==> config.mk <==
export PLATFORM = sky130hd
export DESIGN_NAME = ram_arbiter
export DESIGN_NICKNAME = d
export VERILOG_FILES = /design/src/rtl/ram_arbiter_pkg.sv /design/src/rtl/rr_arb2.sv /design/src/rtl/ram_arbiter.sv
export SDC_FILE = /design/constraint.sdc
export NUM_CORES = 1
export LEC_CHECK = 0
export CELL_PAD_IN_SITES_DETAIL_PLACEMENT = 1
export CELL_PAD_IN_SITES_GLOBAL_PLACEMENT = 2
export CORE_AREA = 2 2 94 96
export DETAILED_ROUTE_END_ITERATION = 8
export DIE_AREA = 0 0 96 98
export PLACE_DENSITY = 0.77
export SYNTH_ARGS = -nofsm -noshare
export SYNTH_HDL_FRONTEND = slang
export SYNTH_HIERARCHICAL = 1
export SYNTH_SLANG_ARGS = --single-unit
==> constraint.sdc <==
create_clock -name clk -period 1.4 [get_ports clk]
set_input_delay 0.14 -clock clk [delete_from_list [all_inputs] [get_ports clk]]
set_output_delay 0.14 -clock clk [all_outputs]
set_load 0.01 [all_outputs]
==> src/rtl/ram_arbiter_pkg.sv <==
// Shared definitions for the two-requester RAM arbiter.
// Optional feature macro: RAM_ARBITER_INIT_EN (power-up fill of the RAM).
package ram_arbiter_pkg;

  localparam int ADDR_W_DEF = 10;
  localparam int DATA_W_DEF = 8;
  localparam int INIT_WORDS = 1024;

  typedef enum logic [1:0] {
    ST_INIT   = 2'd0,
    ST_IDLE   = 2'd1,
    ST_ACCESS = 2'd2,
    ST_RESP   = 2'd3
  } state_t;

  // Fill pattern written during INIT: (2*index) mod 256.
  function automatic logic [7:0] init_word(input logic [6:0] idx);
    init_word = {idx, 1'b0};
  endfunction

endpackage

==> src/rtl/rr_arb2.sv <==
// Two-way round-robin grant: a lone requester always wins; on a tie the
// requester that was not granted last time wins.
module rr_arb2 (
  input  logic       i_valid0,
  input  logic       i_valid1,
  input  logic       i_last_grant,
  output logic [1:0] o_grant
);

  // One-hot grant selection.
  always_comb begin
    o_grant = 2'b00;
    if (i_valid0 && i_valid1) begin
      if (i_last_grant) begin
        o_grant = 2'b01;
      end else begin
        o_grant = 2'b10;
      end
    end else if (i_valid0) begin
      o_grant = 2'b01;
    end else if (i_valid1) begin
      o_grant = 2'b10;
    end else begin
      o_grant = 2'b00;
    end
  end

endmodule

==> src/rtl/ram_arbiter.sv <==
// Two-requester arbiter in front of a single-port RAM. Each command takes
// three cycles: accept (IDLE), RAM access (ACCESS), completion pulse (RESP).
// Optional feature macro: RAM_ARBITER_INIT_EN -- when defined, reset enters
// INIT and fills every word with (2*addr) mod 256 before accepting commands.
module ram_arbiter
  import ram_arbiter_pkg::*;
#(
  parameter int ADDR_W = ADDR_W_DEF,
  parameter int DATA_W = DATA_W_DEF
) (
  input  logic              clk,
  input  logic              rst_n,
  input  logic              req0_valid,
  input  logic              req0_write,
  input  logic [ADDR_W-1:0] req0_addr,
  input  logic [DATA_W-1:0] req0_wdata,
  output logic              req0_ready,
  output logic              rsp0_valid,
  output logic [DATA_W-1:0] rsp0_rdata,
  input  logic              req1_valid,
  input  logic              req1_write,
  input  logic [ADDR_W-1:0] req1_addr,
  input  logic [DATA_W-1:0] req1_wdata,
  output logic              req1_ready,
  output logic              rsp1_valid,
  output logic [DATA_W-1:0] rsp1_rdata,
  output logic [ADDR_W-1:0] ram_addr,
  output logic [DATA_W-1:0] ram_din,
  output logic              ram_write,
  output logic              ram_select,
  input  logic [DATA_W-1:0] ram_dout,
  output logic              init_done
);

`ifdef RAM_ARBITER_INIT_EN
  localparam state_t            LP_RST_STATE = ST_INIT;
  localparam logic [ADDR_W-1:0] LP_LAST_WORD = ADDR_W'(INIT_WORDS - 1);
  logic [ADDR_W-1:0] r_cnt;
`else
  localparam state_t LP_RST_STATE = ST_IDLE;
`endif

  state_t            r_state;
  state_t            w_state_nxt;
  logic              r_init_done;
  logic              r_last_grant;
  logic              r_cmd_id;
  logic              r_cmd_write;
  logic [ADDR_W-1:0] r_cmd_addr;
  logic [DATA_W-1:0] r_cmd_wdata;
  logic              r_rsp_valid0;
  logic              r_rsp_valid1;
  logic [DATA_W-1:0] r_rsp_rdata0;
  logic [DATA_W-1:0] r_rsp_rdata1;
  logic [1:0]        w_grant;
  logic              w_accept;

  rr_arb2 u_rr_arb2 (
    .i_valid0     (req0_valid),
    .i_valid1     (req1_valid),
    .i_last_grant (r_last_grant),
    .o_grant      (w_grant)
  );

  assign w_accept   = (r_state == ST_IDLE) && r_init_done && (req0_valid || req1_valid);
  assign req0_ready = w_accept && w_grant[0];
  assign req1_ready = w_accept && w_grant[1];
  assign rsp0_valid = r_rsp_valid0;
  assign rsp1_valid = r_rsp_valid1;
  assign rsp0_rdata = r_rsp_rdata0;
  assign rsp1_rdata = r_rsp_rdata1;
  assign init_done  = r_init_done;

  // FSM state register.
  always_ff @(posedge clk) begin
    if (!rst_n) begin
      r_state <= LP_RST_STATE;
    end else begin
      r_state <= w_state_nxt;
    end
  end

  // FSM next-state logic.
  always_comb begin
    w_state_nxt = r_state;
    case (r_state)
      ST_INIT: begin
`ifdef RAM_ARBITER_INIT_EN
        if (r_cnt == LP_LAST_WORD) begin
          w_state_nxt = ST_IDLE;
        end else begin
          w_state_nxt = ST_INIT;
        end
`else
        w_state_nxt = ST_IDLE;
`endif
      end
      ST_IDLE: begin
        if (w_accept) begin
          w_state_nxt = ST_ACCESS;
        end else begin
          w_state_nxt = ST_IDLE;
        end
      end
      ST_ACCESS: w_state_nxt = ST_RESP;
      ST_RESP:   w_state_nxt = ST_IDLE;
      default:   w_state_nxt = LP_RST_STATE;
    endcase
  end

  // RAM port drive; strobes are only active in INIT and ACCESS.
  always_comb begin
    ram_select = 1'b0;
    ram_write  = 1'b0;
    ram_addr   = '0;
    ram_din    = '0;
    case (r_state)
      ST_INIT: begin
`ifdef RAM_ARBITER_INIT_EN
        // Gated by rst_n so no fill write happens while reset is held.
        ram_select = rst_n;
        ram_write  = rst_n;
        ram_addr   = r_cnt;
        ram_din    = DATA_W'(init_word(r_cnt[6:0]));
`endif
      end
      ST_ACCESS: begin
        ram_select = 1'b1;
        ram_write  = r_cmd_write;
        ram_addr   = r_cmd_addr;
        ram_din    = r_cmd_wdata;
      end
      default: begin
        ram_select = 1'b0;
        ram_write  = 1'b0;
      end
    endcase
  end

`ifdef RAM_ARBITER_INIT_EN
  // Fill counter and init_done flag, raised on the edge that leaves INIT.
  always_ff @(posedge clk) begin
    if (!rst_n) begin
      r_cnt       <= '0;
      r_init_done <= 1'b0;
    end else if (r_state == ST_INIT) begin
      r_cnt       <= r_cnt + 1'b1;
      r_init_done <= (r_cnt == LP_LAST_WORD);
    end else begin
      r_cnt       <= r_cnt;
      r_init_done <= r_init_done;
    end
  end
`else
  // Without a fill phase the RAM is usable one cycle after reset release.
  always_ff @(posedge clk) begin
    if (!rst_n) begin
      r_init_done <= 1'b0;
    end else begin
      r_init_done <= 1'b1;
    end
  end
`endif

  // Command latch on accept, read-data capture at end of ACCESS, response pulse.
  always_ff @(posedge clk) begin
    if (!rst_n) begin
      r_last_grant <= 1'b1;
      r_cmd_id     <= 1'b0;
      r_cmd_write  <= 1'b0;
      r_cmd_addr   <= '0;
      r_cmd_wdata  <= '0;
      r_rsp_valid0 <= 1'b0;
      r_rsp_valid1 <= 1'b0;
      r_rsp_rdata0 <= '0;
      r_rsp_rdata1 <= '0;
    end else begin
      if (w_accept) begin
        r_last_grant <= w_grant[1];
        r_cmd_id     <= w_grant[1];
        r_cmd_write  <= w_grant[1] ? req1_write : req0_write;
        r_cmd_addr   <= w_grant[1] ? req1_addr  : req0_addr;
        r_cmd_wdata  <= w_grant[1] ? req1_wdata : req0_wdata;
      end
      r_rsp_valid0 <= (r_state == ST_ACCESS) && !r_cmd_id;
      r_rsp_valid1 <= (r_state == ST_ACCESS) &&  r_cmd_id;
      if (r_state == ST_ACCESS) begin
        r_rsp_rdata0 <= (!r_cmd_id && !r_cmd_write) ? ram_dout : '0;
        r_rsp_rdata1 <= ( r_cmd_id && !r_cmd_write) ? ram_dout : '0;
      end else begin
        r_rsp_rdata0 <= '0;
        r_rsp_rdata1 <= '0;
      end
    end
  end

endmodule
==> key figures <==
Timing
  • Final period utilization: 102%
  • WHS: 214 ps
  • Tightest Pin Transition: 269 ps
  • Unrepaired setup endpoints after global routing: true
  • Final setup fails: 12
  • Final Max Tran Viols: 0
  • Skew final: 5.28 ps
  • Achievable Freq: 0.700 GHz
  • Final hold vios: 0
  • Final Critical Period: 1430 ps
  • Final worst setup slack: -29.0 ps
  • Max_slew headroom: 82.0%
  • Post-Route Setup TNS: -172 ps

Pwr
  • Psw: 645 uW
  • Clock share of power: 35.6%
  • VDD IR max: 0.000327 V
  • Comb pwr share: 17.4%
  • Pwr Density: 844 mW/mm^2
  • Power Internal: 2.06 mW
  • Sw frac: 23.8%
  • Lkg Pwr: 1.28 nW
  • Flop pwr share: 47.0%

Drt
  • Routed Antenna Nets: 0
  • Post-route DRC: 0
  • First-pass DRT Iterations: 3
  • Routed length per placed instance: 13.6 um
  • Routed WL: 5470 um
  • Vias per inst: 4.22
  • Initial DRC count: 23
  • Via count: 1700

Layout
  • Post-route cell area: 0.00321 sq mm
  • Layout area overhead: 78.9%
  • Final #Nets: 344
  • Diode count: 0
  • Non-filler cells, final: 403
  • Fin util: 37.9%
  • Layout cells sized above 1: 34.2%

Placed design
  • Placed Cells: 388
  • Hpwl dp: 3770 um
  • Buffers on Ports: 90
  • DP Area: 0.00292 sq mm
  • Routability Congestion: 0.652

Clock network
  • CTS buffer count: 5
  • Root Buffer: clkbuf_8
  • CTS tree: yes
  • Worst-Skew Late Latency: 300 ps
  • Clock-pin slew on the worst setup and hold paths: 80 ps
  • # clock sinks: 42
  • Clock Path Buffers: 2
  • H-tree Lvls: 2

Floorplanning
  • Core ar.: 0.00847 sq mm
  • IO Count: 91
  • Die height: 98 um
  • Row count: 34
  • Initial Util: 21.2%
  • Die width: 96 um
  • Die Footprint: 0.00941 sq mm

Critical path
  • R2R Setup Slk: 60 ps
  • Slowest cell on the critical path: dfxtp_2
  • Reg2Reg Depth: 6
  • Critical-path cell list: and2b_4 > buf_6 > and2_4 > buf_6
  • Crit Reg-Reg Endpoint: r_cmd_wdata[7]$_SDFFE_PN0P_
  • Crit. End Element: output port
  • Critical Path Start Type: flop
  • Worst EP arrival: 1290 ps
  • CP dominant cell by count: buf_6
  • Crit path max fanout: 8
  • Top delay family on crit path: simple AND/OR/NAND/NOR gates
  • Critical path class: reg2out
  • Crit path largest cell delay: 320 ps
  • Bufs and invs on worst path: 2
  • Data required time of the worst path: 1260 ps
  • Reg-to-Reg Start: r_state[0]$_SDFF_PN1_

GRT
  • Largest net degree at the start of global routing: 46
  • Grt met2 use: 20.7%
  • M1 GR Usage: 13.0%
  • First-pass GRT wire length: 8550 um
  • Met3 Use GR: 4.01%
  • Gr busiest metal: met2
  • Initial antenna violation count: 0
  • Vias in the first global route: 1769
  • Total grt overflow: 0
  • Tot GR Track Use: 11.7%

Logic synthesis
  • Syn_nets: 239
  • Register area share after synthesis: 46.8%
  • Synth Warn #: 6
  • Cell count after synthesis: 189
  • Syn avg cell area: 9.50 sq um
  • Post-synthesis cell type count: 24
  • Synth Cell Area: 0.00180 sq mm
  • Seq cells post-synth: 42

Min path
  • Sink of the worst hold path: init_done$_DFF_P_
  • Min-Delay Path Class: in2reg
  • Hold path depth: 2
  • HP Start: rst_n

Run status
  • Failing checks: setup timing
  • Status: finished with violations

Flow run
  • Max cap viols: 0
## state kept, by name, summed over array words and instances, names as in the netlist
register and cells:
init_done 1, r_cmd_addr 10, r_cmd_id 1, r_cmd_wdata 8
r_cmd_write 1, r_last_grant 1, r_state 2, rsp0_rdata 8
rsp0_valid 1, rsp1_rdata 8, rsp1_valid 1
## layout make-up
class	count	area (sq um)
Clock inverter	3	45.0
Tap cell	108	135
Clock buffer	5	68.8
Inverter	1	3.75
Timing Repair Buffer	114	1170
Multi-Input combinational cell	130	945
Sequential cell	42	843
Fill cell	955	5250
## per-layer routing
layer | up-vias | part of all wire, %
met5 | - | 0
met4 | 0 | 1.2
met3 | 6 | 7.2
met2 | 56 | 51
met1 | 786 | 41
li1 | 852 | -
## power groups by stage
| stage | Combinational, mW | Sequential [mW] | Clock [mW] |
|---|---|---|---|
| after detailed placement | 0.431 | 1.30 | 0 |
| after CTS | 0.451 | 1.27 | 0.995 |
| final | 0.473 | 1.27 | 0.965 |
| after global routing | 0.518 | 1.28 | 1.05 |
| after floorplan | 0.190 | 1.29 | 0 |
| after global placement | 0.424 | 1.29 | 0 |
## through the flow
step / setup slack [ps] / power, mW
3_3_place_gp: -469 / 1.72
3_5_place_dp: -520 / 1.73
6_report: -29.0 / 2.71
5_1_grt: -88.4 / 2.85
2_1_floorplan: 42.1 / 1.48
4_1_cts: -119 / 2.72
## Yosys cell counts
library cell  number  area, sq um
a21boi_0           1         7.51
a21boi_1           1         7.51
and2_1            36          225
and2b_1            1         7.51
and3_1             1         6.26
buf_2              5         25.0
buf_6              1         11.3
clkbuf_1          10         37.5
dfxtp_1           42          841
inv_1              1         3.75
mux2_2            19          214
nand2_1           21         78.8
nand3b_1           2         15.0
nor2_1             2         7.51
nor3_2             1         10.0
nor3b_1            1         7.51
nor3b_2            1         12.5
o211ai_1          19          143
o211ai_2           1         12.5
o21a_1             1         7.51
o21ai_0           10         50.1
o21ai_1           10         50.1
o2bb2ai_1          1         8.76
or2_1              1         6.26
## cells in the final DEF, fill, tap and decap left out, drive strengths merged
master / n
or2: 1
inv: 1
dfxtp: 42
and3: 1
nand2: 21
buf: 46
o2bb2ai: 1
nor3b: 2
mux2: 19
and2b: 1
and2: 36
a21boi: 2
nor3: 1
o21a: 1
clkinvlp: 2
nor2: 2
o21ai: 20
clkdlybuf4s50: 64
bufinv: 1
nand3b: 2
clkbuf: 6
o211ai: 20
dlygate4sd2: 3
## cells by family (layout without fill, tap and decap cells)
logic type / count (synthesis) / after routing / synth area share, %
and+or+nand+nor: 67 / 67 / 21.0
AOI/OAI and AO/OA: 44 / 44 / 16.0
DFF: 42 / 42 / 46.8
muxes: 19 / 19 / 11.9
buffers and inverters: 17 / 123 / 4.32
## what timing repair did
item	CTS	global route
pin swaps	20	3
resized for setup	132	17
gates cloned	1	1
buffers inserted	3	3
setup endpoints to repair	42	38
hold buffers	0	0
## how the worst max path moves through the flow
stage / endpoint / cells after the start / start
after floorplan: r_last_grant$_SDFFE_PN1P_ / 4 / r_last_grant$_SDFFE_PN1P_
after global placement: req1_ready / 4 / req1_valid
after detailed placement: req1_ready / 4 / req1_valid
after CTS: ram_din[6] / 5 / r_state[0]$_SDFF_PN1_
after global routing: ram_addr[6] / 4 / r_state[0]$_SDFF_PN1_
final: ram_addr[6] / 4 / r_state[0]$_SDFF_PN1_
Power figures use the tool's default switching activity.
==> edit 1, RTL diff (config.mk and constraints unchanged) <==
Build with the macro `RAM_ARBITER_INIT_EN` defined.
--- a/src/rtl/ram_arbiter.sv
+++ b/src/rtl/ram_arbiter.sv
@@ -2,6 +2,8 @@
 // three cycles: accept (IDLE), RAM access (ACCESS), completion pulse (RESP).
 // Optional feature macro: RAM_ARBITER_INIT_EN -- when defined, reset enters
 // INIT and fills every word with (2*addr) mod 256 before accepting commands.
+`define RAM_ARBITER_INIT_EN
+
 module ram_arbiter
   import ram_arbiter_pkg::*;
 #(
Check against the original RTL: not equivalent (Yosys sat finds a counterexample within 4 cycles, from zero or initial values and one cycle with rst_n low).
==> edit 1 against the original RTL <==
  * The run still ends with negative setup slack left
  * Synthesized area rose by 29%
  * Routed wire length up 46%
  * Clock power fell by 5.2%
  * Setup slack lost 0.12 ns
  * Design area is 24% higher
  * Synthesized cell count increased by 38%
  * Sequential cell count up 10
  * Power increased by 2.5%
  * Largest power group unchanged
==> edit 1: results <==
[layout]
final_nets = 431
multi_input_comb_area_um2 = 1431
fin_cells = 489
fill_cells = 948

[routing]
first_pass_iters = 4
dr_wl_met2_um = 4249
wl_met1_um = 3426
detail_route.wl_per_cell_um = 16.33
viasPerCell = 4.802

[outcome]
status = finished with violations
violations = negative setup slack

[synthesis]
yosysTopAreaCellShare = 0.4497
synth_fa_ha_area_frac = 0.005405
syn_nets = 311
synthXorXnorAreaFrac = 0.007568
yosys-top-cells-count = dfxtp_1 (52), a21oi_1 (42), mux2i_1 (23)
ys_top_cells_by_area = dfxtp_1 (45%), mux2i_1 (9.9%), a21oi_1 (9.1%)

[sta]
setup_slack_ns = -0.1495
fin_skew_ns = 0.007348
setup_viol = 52

[hold_path]
hp-start = ram_dout[7]
hold_end = rsp1_rdata[7]

[global_route]
met3_usage = 0.02701
grt_use_met1 = 0.2011
grt_max_degree = 30
grt_pass1_vias = 2539

[power]
switching_power_mw = 0.7157
p_comb_mw = 0.370
leakagePower_nw = 1.508

[placement]
dp.cells = 468
==> edit 1: cell types whose count changed in the layout (fill, tap and decap cells not counted), moves of 9 or more <==
| cell | delta |
|---|---|
| a211oi_1 | +13 |
| a21oi_1 | +26 |
| a21oi_2 | +15 |
| and2_4 | -16 |
| buf_2 | +14 |
| buf_4 | +14 |
| buf_6 | -10 |
| dfxtp_1 | +9 |
| mux2_2 | -19 |
| mux2i_1 | +22 |
| o211ai_1 | -18 |
| o21ai_1 | -15 |
==> edit 1: cell families (layout without fill, tap and decap cells) <==
logic type	count (synthesis)	in the layout
buffers and inverters	27	147
AND/OR/NAND/NOR	80	81
flip-flops	52	52
AO/OA/AOI/OAI	75	75
XOR/XNOR	2	2
multiplexers	23	23
adder cells (fa/ha/maj)	1	1
==> edit 1: area by class of cell <==
type	instances	share of cell area
clock buffers	5	0.01726
clock inverters	3	0.005962
inverters	6	0.005648
multi-input cells	182	0.3590
flip-flops and latches	52	0.2633
well taps	108	0.03389
repair buffers	133	0.3150
==> edit 2, RTL diff (same flow settings) <==
Without the edit above. The 4 states of `state_t` get a one-hot encoding in 4 bits.
--- a/src/rtl/ram_arbiter_pkg.sv
+++ b/src/rtl/ram_arbiter_pkg.sv
@@ -6,11 +6,11 @@
   localparam int DATA_W_DEF = 8;
   localparam int INIT_WORDS = 1024;
 
-  typedef enum logic [1:0] {
-    ST_INIT   = 2'd0,
-    ST_IDLE   = 2'd1,
-    ST_ACCESS = 2'd2,
-    ST_RESP   = 2'd3
+  typedef enum logic [3:0] {
+    ST_INIT   = 4'b0001,
+    ST_IDLE   = 4'b0010,
+    ST_ACCESS = 4'b0100,
+    ST_RESP   = 4'b1000
   } state_t;
 
   // Fill pattern written during INIT: (2*index) mod 256.
Formal check against the unedited RTL: same outputs for any inputs over 10 cycles, from zero or initial values and one cycle with rst_n low; not proved beyond that.
==> edit 2 against the original RTL <==
  * Synthesized area is 0.35% higher
  * Critical path depth is 1 higher
  * Design area is 2.8% higher
  * Setup slack worse by 0.12 ns
  * Sequential cell count is 1 higher
  * Largest power group unchanged
  * Routed wire length is 2.2% higher
  * Critical endpoint is now ram_din[3]
  * Clock skew is 0.0044 ns higher
  * The flow still finishes with violations (negative setup slack)
  * Critical path type unchanged
  * Power is 11% higher
==> edit 2: results <==
[placement]
dp.cells = 376
dpl_cell_area_um2 = 2938
dp_hpwl_um = 3917
numPortBuffers = 90
place.gp.congestion = 0.7402

[outcome]
status = finished with violations
violations = negative setup slack

[layout]
drive_above_1_share = 0.3194
largest_reg_flops = 10
final_nets = 337
final_util = 0.3900
fill_cells = 938
fin_cells = 397
top_register = r_cmd_addr

[power]
ir_drop_mv = 0.3860
leakagePower_nw = 1.565
switching_power_mw = 0.6916

[sta]
worstMarginPinSlew_ns = 0.3174
fin_skew_ns = 0.009681
setup_viol = 22
setup_slack_ns = -0.1453

[global_route]
grt_first_pass_wirelength_um = 8735
grt_pass1_vias = 1774
grt_max_degree = 26
track_usage = 0.1194
antenna_found_initial = 1

[setup_path]
reg2reg_from = r_last_grant
cpPeakStageDelay_ns = 0.37
crit_slowest_cell = dfxtp_4
worstSetupStartpoint = r_state[3]
crit_family = buffers and inverters
critPathArrivalTime_ns = 1.41
path_max_fanout = 5

[routing]
num_vias = 1693
wirelength_um = 5590
first_pass_iters = 4
drt_iter0_markers = 37

[synthesis]
synth_cell_types = 23
syn_nets = 221
yosys-top-cells-count = dfxtp_1 (43), and2_1 (35), nand3_1 (21)
avgSynthCellArea_um2 = 10.54
ys.warnings.count = 6
ys_seq_area_frac = 0.4778
synth_edf_count = 0
ys.flop_type = dfxtp_1
ys_top_cells_by_area = dfxtp_1 (48%), and2_1 (12%), mux2i_1 (11%)
synthArstFlopShare = 0

[clocking]
clockBufferDepth = 2
htreeDepth = 2
root_buffer = clkbuf_8
cts_buffers = 5
clk_pin_slew_ns = 0.09
clk_latency_ns = 0.30

[hold_path]
hold_class = in -> reg
hp-start = ram_dout[0]
## edit 2: changes by cell type after synthesis, sizes merged, moves of 5 or more
| cell | change |
|---|---|
| nand2 | -21 |
| nand3 | +21 |
| o211ai | -20 |
| mux2 | -19 |
| mux2i | +19 |
| o211a | +19 |
| o21ai | -17 |
| clkbuf | -5 |
## edit 2: repair_timing
action | 4_1_cts | 5_1_grt
cloned | 1 | 1
endpoints found under the setup margin | 23 | 46
gates resized for setup | 128 | 21
buffers inserted | 7 | 3
pin swaps | 17 | 7
## edit 2: final cells by class
cell class,count,area share
timing repair buffer,121,0.3660
clock inverter,3,0.02160
sequential,43,0.2630
multi-input combinational,113,0.2834
antenna,1,0.0007579
tap,108,0.04092
inverter,3,0.003410
clock buffer,5,0.02084
## edit 2: cell families after synthesis
| family | Yosys count | synth area share |
|---|---|---|
| multiplexers | 19 | 0.1056 |
| AND/OR/NAND/NOR | 69 | 0.2514 |
| flip-flops | 43 | 0.4778 |
| AO/OA/AOI/OAI | 25 | 0.1264 |
| buffers and inverters | 15 | 0.03888 |
## edit 2: worst reg2reg max path, stage by stage (launching register included)
cell	delay, ns
dfxtp_2	0.36
a21boi_4	0.26
clkbuf_16	0.22
mux2i_1	0.20
nand3_1	0.09
o211a_1	0.13
## edit 2: path summary, 6_finish.rpt
kind / to / slack (ns) / depth (start not counted)
worst max-delay path: ram_din[3] / -0.15 / 5
worst max register to register: r_cmd_wdata[1] / 0.06 / 5
worst min-delay path: rsp1_rdata[0] / 0.41 / 2
worst min register to register: rsp0_valid / 0.49 / 1
## edit 2: power by group through the flow
stage | Sequential [mW] | Combinational (mW) | Clock [mW]
after CTS | 1.32 | 0.472 | 1.24
after global placement | 1.34 | 0.449 | 0
final | 1.32 | 0.498 | 1.19
after global routing | 1.33 | 0.543 | 1.28
after detailed placement | 1.35 | 0.456 | 0
after floorplan | 1.34 | 0.201 | 0
## edit 2: per-stage QoR
step,setup TNS (ns),worst slack [ns],power (mW)
floorplan,0,0.1226,1.542
global placement,-9.103,-0.3532,1.791
detailed placement,-9.653,-0.3702,1.801
CTS,-2.275,-0.1468,3.028
global route,-4.092,-0.2188,3.153
finish,-2.486,-0.1453,3.012
## edit 2: per-layer routing
layer | track usage | part of all wire
met5 | 0 | 0
met4 | 0.03956 | 0.018
met3 | 0.03549 | 0.052
met2 | 0.2121 | 0.51
met1 | 0.1333 | 0.42
